`src/rtl/atomic_controller_pkg.sv`:
```
// Shared definitions for the RV32A atomic sequencer.
//   - funct5 codes for every AMO, plus LR and SC
//   - FSM state encoding used by atomic_controller
//   - small decode helper for SC requests
package atomic_controller_pkg;

    localparam logic [4:0] ATOMIC_ADD_OP  = 5'b00000;
    localparam logic [4:0] ATOMIC_SWAP_OP = 5'b00001;
    localparam logic [4:0] ATOMIC_LR_OP   = 5'b00010;
    localparam logic [4:0] ATOMIC_SC_OP   = 5'b00011;
    localparam logic [4:0] ATOMIC_XOR_OP  = 5'b00100;
    localparam logic [4:0] ATOMIC_OR_OP   = 5'b01000;
    localparam logic [4:0] ATOMIC_AND_OP  = 5'b01100;
    localparam logic [4:0] ATOMIC_MIN_OP  = 5'b10000;
    localparam logic [4:0] ATOMIC_MAX_OP  = 5'b10100;
    localparam logic [4:0] ATOMIC_MINU_OP = 5'b11000;
    localparam logic [4:0] ATOMIC_MAXU_OP = 5'b11100;

    typedef enum logic [1:0] {
        STATE_IDLE  = 2'd0,
        STATE_READ  = 2'd1,
        STATE_WRITE = 2'd2,
        STATE_DONE  = 2'd3
    } state_t;

    function automatic logic is_sc(input logic [4:0] funct5);
        return funct5 == ATOMIC_SC_OP;
    endfunction

endpackage

```
`src/rtl/atomic_controller_alu.sv`:
```
// Combinational AMO ALU: result = op(a, b).
//   a      : old memory word
//   b      : rs2 operand
//   op     : funct5 code
//   result : value to write back; 0 for any code that is not an AMO
module atomic
    import atomic_controller_pkg::*;
(
    input  logic [31:0] a,
    input  logic [31:0] b,
    input  logic [4:0]  op,
    output logic [31:0] result
);

    always_comb begin
        result = '0;
        case (op)
            ATOMIC_ADD_OP:  result = a + b;
            ATOMIC_SWAP_OP: result = b;
            ATOMIC_XOR_OP:  result = a ^ b;
            ATOMIC_OR_OP:   result = a | b;
            ATOMIC_AND_OP:  result = a & b;
            ATOMIC_MIN_OP:  result = ($signed(a) < $signed(b)) ? a : b;
            ATOMIC_MAX_OP:  result = ($signed(a) > $signed(b)) ? a : b;
            ATOMIC_MINU_OP: result = (a < b) ? a : b;
            ATOMIC_MAXU_OP: result = (a > b) ? a : b;
            default:        result = '0;
        endcase
    end

endmodule

```
`src/rtl/atomic_controller.sv`:
```
// RV32A sequencer: runs one AMO/LR/SC read-modify-write against the data
// memory port and owns the single LR/SC reservation.
//   clock, reset        : clock, synchronous active-high reset
//   start/op/address/operand : request from execute (accepted only in IDLE)
//   busy                : state != IDLE (pipeline stall)
//   done/rd_data        : one-cycle completion pulse with the rd value
//   mem_*               : registered memory request, completed by mem_ready
//   snoop_write/address : stores from other masters, kill the reservation
module atomic_controller
    import atomic_controller_pkg::*;
#(
    parameter int ADDRESS_WIDTH = 32
) (
    input  logic                     clock,
    input  logic                     reset,
    input  logic                     start,
    input  logic [4:0]               op,
    input  logic [ADDRESS_WIDTH-1:0] address,
    input  logic [31:0]              operand,
    output logic                     busy,
    output logic                     done,
    output logic [31:0]              rd_data,
    output logic [ADDRESS_WIDTH-1:0] mem_address,
    output logic                     mem_read,
    output logic                     mem_write,
    output logic [31:0]              mem_write_data,
    input  logic [31:0]              mem_read_data,
    input  logic                     mem_ready,
    input  logic                     snoop_write,
    input  logic [ADDRESS_WIDTH-1:0] snoop_address
);

    localparam int TAG_WIDTH = ADDRESS_WIDTH - 2;

    state_t                 state_reg, state_next;
    logic [4:0]             op_reg, op_next;
    logic [TAG_WIDTH-1:0]   tag_reg, tag_next;
    logic [31:0]            operand_reg, operand_next;
    logic [31:0]            old_reg, old_next;
    logic                   resv_valid_reg, resv_valid_next;
    logic [TAG_WIDTH-1:0]   resv_tag_reg, resv_tag_next;
    logic                   done_reg, done_next;
    logic [31:0]            rd_data_reg, rd_data_next;
    logic                   mem_read_reg, mem_read_next;
    logic                   mem_write_reg, mem_write_next;
    logic [ADDRESS_WIDTH-1:0] mem_address_reg, mem_address_next;
    logic [31:0]            mem_write_data_reg, mem_write_data_next;

    logic [31:0]            alu_a;
    logic [31:0]            alu_result;
    logic                   unused_low_bits;

    // Word granularity only: byte offsets never reach the state.
    assign unused_low_bits = ^{address[1:0], snoop_address[1:0]};

    // The write data must be registered on the same edge that captures the
    // read word, so the ALU sees the incoming word while it is being latched.
    assign alu_a = (state_reg == STATE_READ && mem_ready) ? mem_read_data : old_reg;

    atomic u_atomic (
        .a      (alu_a),
        .b      (operand_reg),
        .op     (op_reg),
        .result (alu_result)
    );

    always_comb begin
        state_next          = state_reg;
        op_next             = op_reg;
        tag_next            = tag_reg;
        operand_next        = operand_reg;
        old_next            = old_reg;
        resv_valid_next     = resv_valid_reg;
        resv_tag_next       = resv_tag_reg;
        done_next           = 1'b0;
        rd_data_next        = rd_data_reg;
        mem_read_next       = 1'b0;
        mem_write_next      = 1'b0;
        mem_address_next    = mem_address_reg;
        mem_write_data_next = mem_write_data_reg;

        // A foreign store to the reserved word kills the reservation in any
        // state; the LR completion below is allowed to override this.
        if (snoop_write && snoop_address[ADDRESS_WIDTH-1:2] == resv_tag_reg) begin
            resv_valid_next = 1'b0;
        end

        case (state_reg)
            STATE_IDLE: begin
                if (start) begin
                    op_next      = op;
                    tag_next     = address[ADDRESS_WIDTH-1:2];
                    operand_next = operand;
                    if (is_sc(op)) begin
                        // SC success is decided here, once; later snoops
                        // do not abort a write already granted.
                        if (resv_valid_reg && resv_tag_reg == address[ADDRESS_WIDTH-1:2]) begin
                            state_next          = STATE_WRITE;
                            mem_write_next      = 1'b1;
                            mem_address_next    = {address[ADDRESS_WIDTH-1:2], 2'b00};
                            mem_write_data_next = operand;
                        end else begin
                            state_next   = STATE_DONE;
                            done_next    = 1'b1;
                            rd_data_next = 32'd1;
                        end
                    end else begin
                        state_next       = STATE_READ;
                        mem_read_next    = 1'b1;
                        mem_address_next = {address[ADDRESS_WIDTH-1:2], 2'b00};
                    end
                end
            end

            STATE_READ: begin
                if (mem_ready) begin
                    old_next = mem_read_data;
                    if (op_reg == ATOMIC_LR_OP) begin
                        // LR saw pre-store data, so a same-cycle snoop
                        // must not prevent the reservation being set.
                        resv_valid_next = 1'b1;
                        resv_tag_next   = tag_reg;
                        state_next      = STATE_DONE;
                        done_next       = 1'b1;
                        rd_data_next    = mem_read_data;
                    end else begin
                        state_next          = STATE_WRITE;
                        mem_write_next      = 1'b1;
                        mem_write_data_next = alu_result;
                    end
                end else begin
                    mem_read_next = 1'b1;
                end
            end

            STATE_WRITE: begin
                // Our own AMO store to the reserved word breaks the LR/SC pair.
                if (!is_sc(op_reg) && resv_tag_reg == tag_reg) begin
                    resv_valid_next = 1'b0;
                end
                if (mem_ready) begin
                    state_next   = STATE_DONE;
                    done_next    = 1'b1;
                    rd_data_next = is_sc(op_reg) ? 32'd0 : old_reg;
                end else begin
                    mem_write_next = 1'b1;
                end
            end

            STATE_DONE: begin
                if (is_sc(op_reg)) begin
                    resv_valid_next = 1'b0;
                end
                state_next = STATE_IDLE;
            end

            default: begin
                state_next = STATE_IDLE;
            end
        endcase
    end

    always_ff @(posedge clock) begin
        if (reset) begin
            state_reg          <= STATE_IDLE;
            op_reg             <= '0;
            tag_reg            <= '0;
            operand_reg        <= '0;
            old_reg            <= '0;
            resv_valid_reg     <= 1'b0;
            resv_tag_reg       <= '0;
            done_reg           <= 1'b0;
            rd_data_reg        <= '0;
            mem_read_reg       <= 1'b0;
            mem_write_reg      <= 1'b0;
            mem_address_reg    <= '0;
            mem_write_data_reg <= '0;
        end else begin
            state_reg          <= state_next;
            op_reg             <= op_next;
            tag_reg            <= tag_next;
            operand_reg        <= operand_next;
            old_reg            <= old_next;
            resv_valid_reg     <= resv_valid_next;
            resv_tag_reg       <= resv_tag_next;
            done_reg           <= done_next;
            rd_data_reg        <= rd_data_next;
            mem_read_reg       <= mem_read_next;
            mem_write_reg      <= mem_write_next;
            mem_address_reg    <= mem_address_next;
            mem_write_data_reg <= mem_write_data_next;
        end
    end

    assign busy           = (state_reg != STATE_IDLE);
    assign done           = done_reg;
    assign rd_data        = rd_data_reg;
    assign mem_read       = mem_read_reg;
    assign mem_write      = mem_write_reg;
    assign mem_address    = mem_address_reg;
    assign mem_write_data = mem_write_data_reg;

endmodule

```
`config.mk`:
```
export PLATFORM = sky130hd
export DESIGN_NAME = atomic_controller
export DESIGN_NICKNAME = d
export VERILOG_FILES = /design/src/rtl/atomic_controller_pkg.sv /design/src/rtl/atomic_controller_alu.sv /design/src/rtl/atomic_controller.sv
export SDC_FILE = /design/constraint.sdc
export NUM_CORES = 1
export LEC_CHECK = 0
export ABC_AREA = 1
export BUFFER_PORTS_ARGS = -buffer_cell sky130_fd_sc_hd__buf_2
export CAP_MARGIN = 25
export CELL_PAD_IN_SITES_DETAIL_PLACEMENT = 0
export CELL_PAD_IN_SITES_GLOBAL_PLACEMENT = 1
export CORE_MARGIN = 10
export CORE_UTILIZATION = 37
export DETAILED_ROUTE_END_ITERATION = 10
export PLACE_DENSITY = 0.74
export SLEW_MARGIN = 40
export SYNTH_ARGS = -nofsm -noshare
export SYNTH_HDL_FRONTEND = slang
export SYNTH_SLANG_ARGS = --single-unit
```
`constraint.sdc`:
```
create_clock -name clock -period 3.58 [get_ports clock]
set_clock_uncertainty 0.05 [all_clocks]
set_input_delay 0.179 -clock clock [delete_from_list [all_inputs] [get_ports clock]]
set_output_delay 0.179 -clock clock [all_outputs]
set_load 0.02 [all_outputs]
```
==> impl_results.rst <==
.. list-table::
   :header-rows: 1

   * - Metric
     - Value
   * - Last weighted congestion value of the routability-driven placer
     - 0.9793
   * - Share of the clock period used by the worst path after layout
     - 100.7%
   * - Most frequent cells after synthesis
     - nand2_1 (532), a21oi_1 (267), nand3_1 (262)
   * - Final Util
     - 55.09%
   * - Clk root buf
     - clkbuf_16
   * - Multi-input combinational cell area
     - 11640 um^2
   * - Final HPWL from detailed placement
     - 59440 um
   * - Max-slew violation count
     - 0
   * - Failing checks
     - negative setup slack
   * - Cell with the most instances after synthesis
     - nand2_1
   * - Share of layout cells above drive strength 1
     - 31.10%
   * - Num ports
     - 238
   * - Die Span X
     - 230.8 um
   * - Maximum achievable frequency
     - 277.3 MHz
   * - Maximum number of pins on one net before global-route repair
     - 105
   * - Power density over the cells
     - 1033 nW/um^2
   * - Area overhead of the layout relative to synthesis
     - 47.53%
   * - Kind of start point of the critical path
     - flip-flop
   * - Drt wl/cell
     - 21.58 um
   * - Number of warnings printed during yosys synthesis
     - 0
   * - Starting utilization of the core area
     - 37.34%
   * - Worst IR drop on VDD
     - 0.7995 mV
   * - Number of DRC violations after detailed-routing iteration 0
     - 2180
   * - Max-cap check violation count
     - 0
   * - Number of H-tree levels
     - 1
   * - Type of destination of the critical path
     - flip-flop
   * - Clk_lat worst skew
     - 0.60 ns
   * - First-pass DRT Iterations
     - 6
   * - Min Tclk post-route
     - 3.606 ns
   * - DRC viols
     - 0
   * - Vias per std cell
     - 5.450
   * - Count of fill cells added during filler insertion
     - 4386
   * - Die Height
     - 230.8 um
   * - Final hold slack
     - 0.008471 ns
   * - WP data arrival
     - 4.08 ns
   * - Library cell with the largest summed area after synthesis
     - dfxtp_1
   * - Yosys reg bits
     - 229
   * - Clock buffer depth
     - 3
   * - Syn avg cell area
     - 6.402 um^2
   * - Sink count of the clock tree
     - 229
   * - Setup WS post-layout
     - -0.02599 ns
   * - Type of the most critical hold path
     - in2reg
   * - Number of antenna violations at the first check in global routing
     - 0
   * - Setup repair after global routing missed its margin
     - true
   * - Final Routed Wirelength
     - 80920 um
   * - Maximum net fanout on the critical path
     - 8
   * - Setup-violating endpoint count in the final report
     - 6
   * - Top cell type's share of synthesized area
     - 27.88%
   * - Via count of the first global-routing pass
     - 19580
   * - Cell Area, Synth
     - 16440 um^2
   * - Required arrival time at the worst endpoint
     - 4.05 ns
   * - Number of enable-type register cells in the synthesized netlist
     - 0
   * - Wire length of the first global-routing pass
     - 119800 um
   * - Class of the most critical setup path
     - reg2reg
   * - Clock buffer count from CTS
     - 29
   * - Accumulated negative setup slack
     - -0.06030 ns
   * - Remaining global-route overflow
     - 0
   * - Leakage power total
     - 11.41 nW
   * - # rows
     - 77
   * - Number of nets at the end of the flow
     - 3374
   * - Antenna Diode Count
     - 0
   * - Area of the die
     - 53270 um^2
   * - Synth cell types
     - 50
   * - Sequential cell area fraction in the yosys report
     - 27.88%
   * - CTS tree
     - built
   * - Leading post-synthesis cells by cell area
     - dfxtp_1 (28%), nand2_1 (12%), a21oi_1 (8.1%)
   * - Hold Fails Final Rpt
     - 0
   * - Normalized max-slew margin
     - 49.67%
   * - Transition at the pin with the smallest max-transition slack
     - 0.7549 ns
   * - Placeable core region
     - 44030 um^2
   * - Post-synthesis async set-or-reset flop share
     - 0%
   * - Clock-pin slew reported for the worst setup and hold paths after clock tree synthesis
     - 0.06 ns
   * - Worst r2r path cells
     - 25
   * - ANT nets after route
     - 0
   * - Outcome
     - finished with violations
   * - FF/Latch Area
     - 4586 um^2
   * - Number of input and output port buffers inserted
     - 231
   * - Top_reg_cell synth
     - dfxtp_1
   * - Worst Hold Path Cells
     - 4
   * - Gate Count Post-Synth
     - 2568
   * - Vias after detailed routing
     - 20440
   * - All-layer global routing usage
     - 28.53%
==> through the flow <==
stage / std cells / power, mW / area [um^2] / worst slack (ns)
CTS: 3732 / 23.21 / 23300 / 0.0005129
detailed placement: 3566 / 17.68 / 20260 / -0.5371
global placement: 3566 / 17.64 / 20260 / -0.5706
global route: 3750 / 26.45 / 24260 / -0.1415
finish: 3750 / 25.05 / 24260 / -0.02599
floorplan: 2569 / 11.40 / 16450 / 0.03433
==> power breakdown <==
part           internal (mW)  leakage, nW  switching (mW)  total (mW)
Clock                   1.91        0.523            1.27        3.18
Sequential              3.13         1.87           0.419        3.55
Combinational           7.70         9.02            10.6        18.3
Total                   12.7         11.4            12.3        25.0
==> what timing repair did <==
item	in CTS	in global routing
setup endpoints to repair	32	32
hold endpoints to repair	145	0
hold buffers	81	0
pin swaps	42	89
gates resized for setup	198	214
cloned	5	5
setup buffers	26	18
==> layout by cell type, fill, tap and decap left out, drive strengths merged <==
master       count
buf            591
nand2          538
inv            274
a21oi          271
nand3          266
nor2           249
dfxtp          229
o21ai          188
ha             100
dlygate4sd3     81
o22ai           59
clkbuf          46
or2             36
a211oi          33
xor2            32
nand4           32
a32o            31
nor3            24
xnor2           17
o211ai          13
nor4            10
clkinv           9
nand3b           4
a21o             3
bufinv           3
o2111ai          2
a221oi           2
a31oi            2
o21a             2
a311oi           2
conb             2
a21boi           2
nor3b            1
and2             1
clkinvlp         1
a2111oi          1
fa               1
==> cell type report <==
type	instances	share of cell area [%]
timing repair buffer	678	21.36
clock inverter	14	0.6912
inverter	273	4.405
sequential	229	18.91
multi-input combinational	1924	48.01
tap	592	3.054
clock buffer	40	3.575
==> metal layers <==
layer	share of wire, %	global-route usage (%)	wire length, um	vias up
met5	0	0	0	-
met4	4.2	11.55	3392	0
met3	6.5	3.336	5267	177
met2	47	47.93	38070	868
met1	42	36.51	34190	9662
li1	-	-	-	9732
==> worst max-delay path, cell delays in order (launching register included) <==
cell     delay (ns)
dfxtp_2        0.33
inv_2          0.05
ha_4           0.16
nand2_4        0.09
inv_8          0.06
buf_12         0.14
buf_8          0.13
or2_4          0.23
o21ai_4        0.09
inv_2          0.08
ha_4           0.29
inv_2          0.06
nor3_4         0.26
nand2_2        0.10
nor2_4         0.13
nand2_4        0.10
buf_6          0.14
nand3_4        0.13
nand3_4        0.12
buf_12         0.17
buf_8          0.14
nand2_2        0.06
nand3_2        0.06
nand4_1        0.14
nand2_1        0.09
a21oi_2        0.13
==> cells by family (layout without fill, tap and decap cells) <==
group,after synthesis,in the layout,share of synthesized area [%]
other,1,2,0.02281
adder cells (fa/ha/maj),101,101,7.732
AND/OR/NAND/NOR,1160,1161,30.53
flip-flops,229,229,27.88
AO/OA/AOI/OAI,611,611,21.11
XOR/XNOR,49,49,2.610
buffers and inverters,417,1005,10.11
==> final timing paths <==
| check | startpoint | to | slack [ns] |
|---|---|---|---|
| max | state_reg[1] | mem_write_data[3] | -0.03 |
| min | mem_read_data[4] | old_reg[4] | 0.008 |
| max reg2reg | state_reg[1] | mem_write_data[3] | -0.03 |
| min reg2reg | rd_data[26] | rd_data[26] | 0.41 |
(Power assumes the default switching activity.)
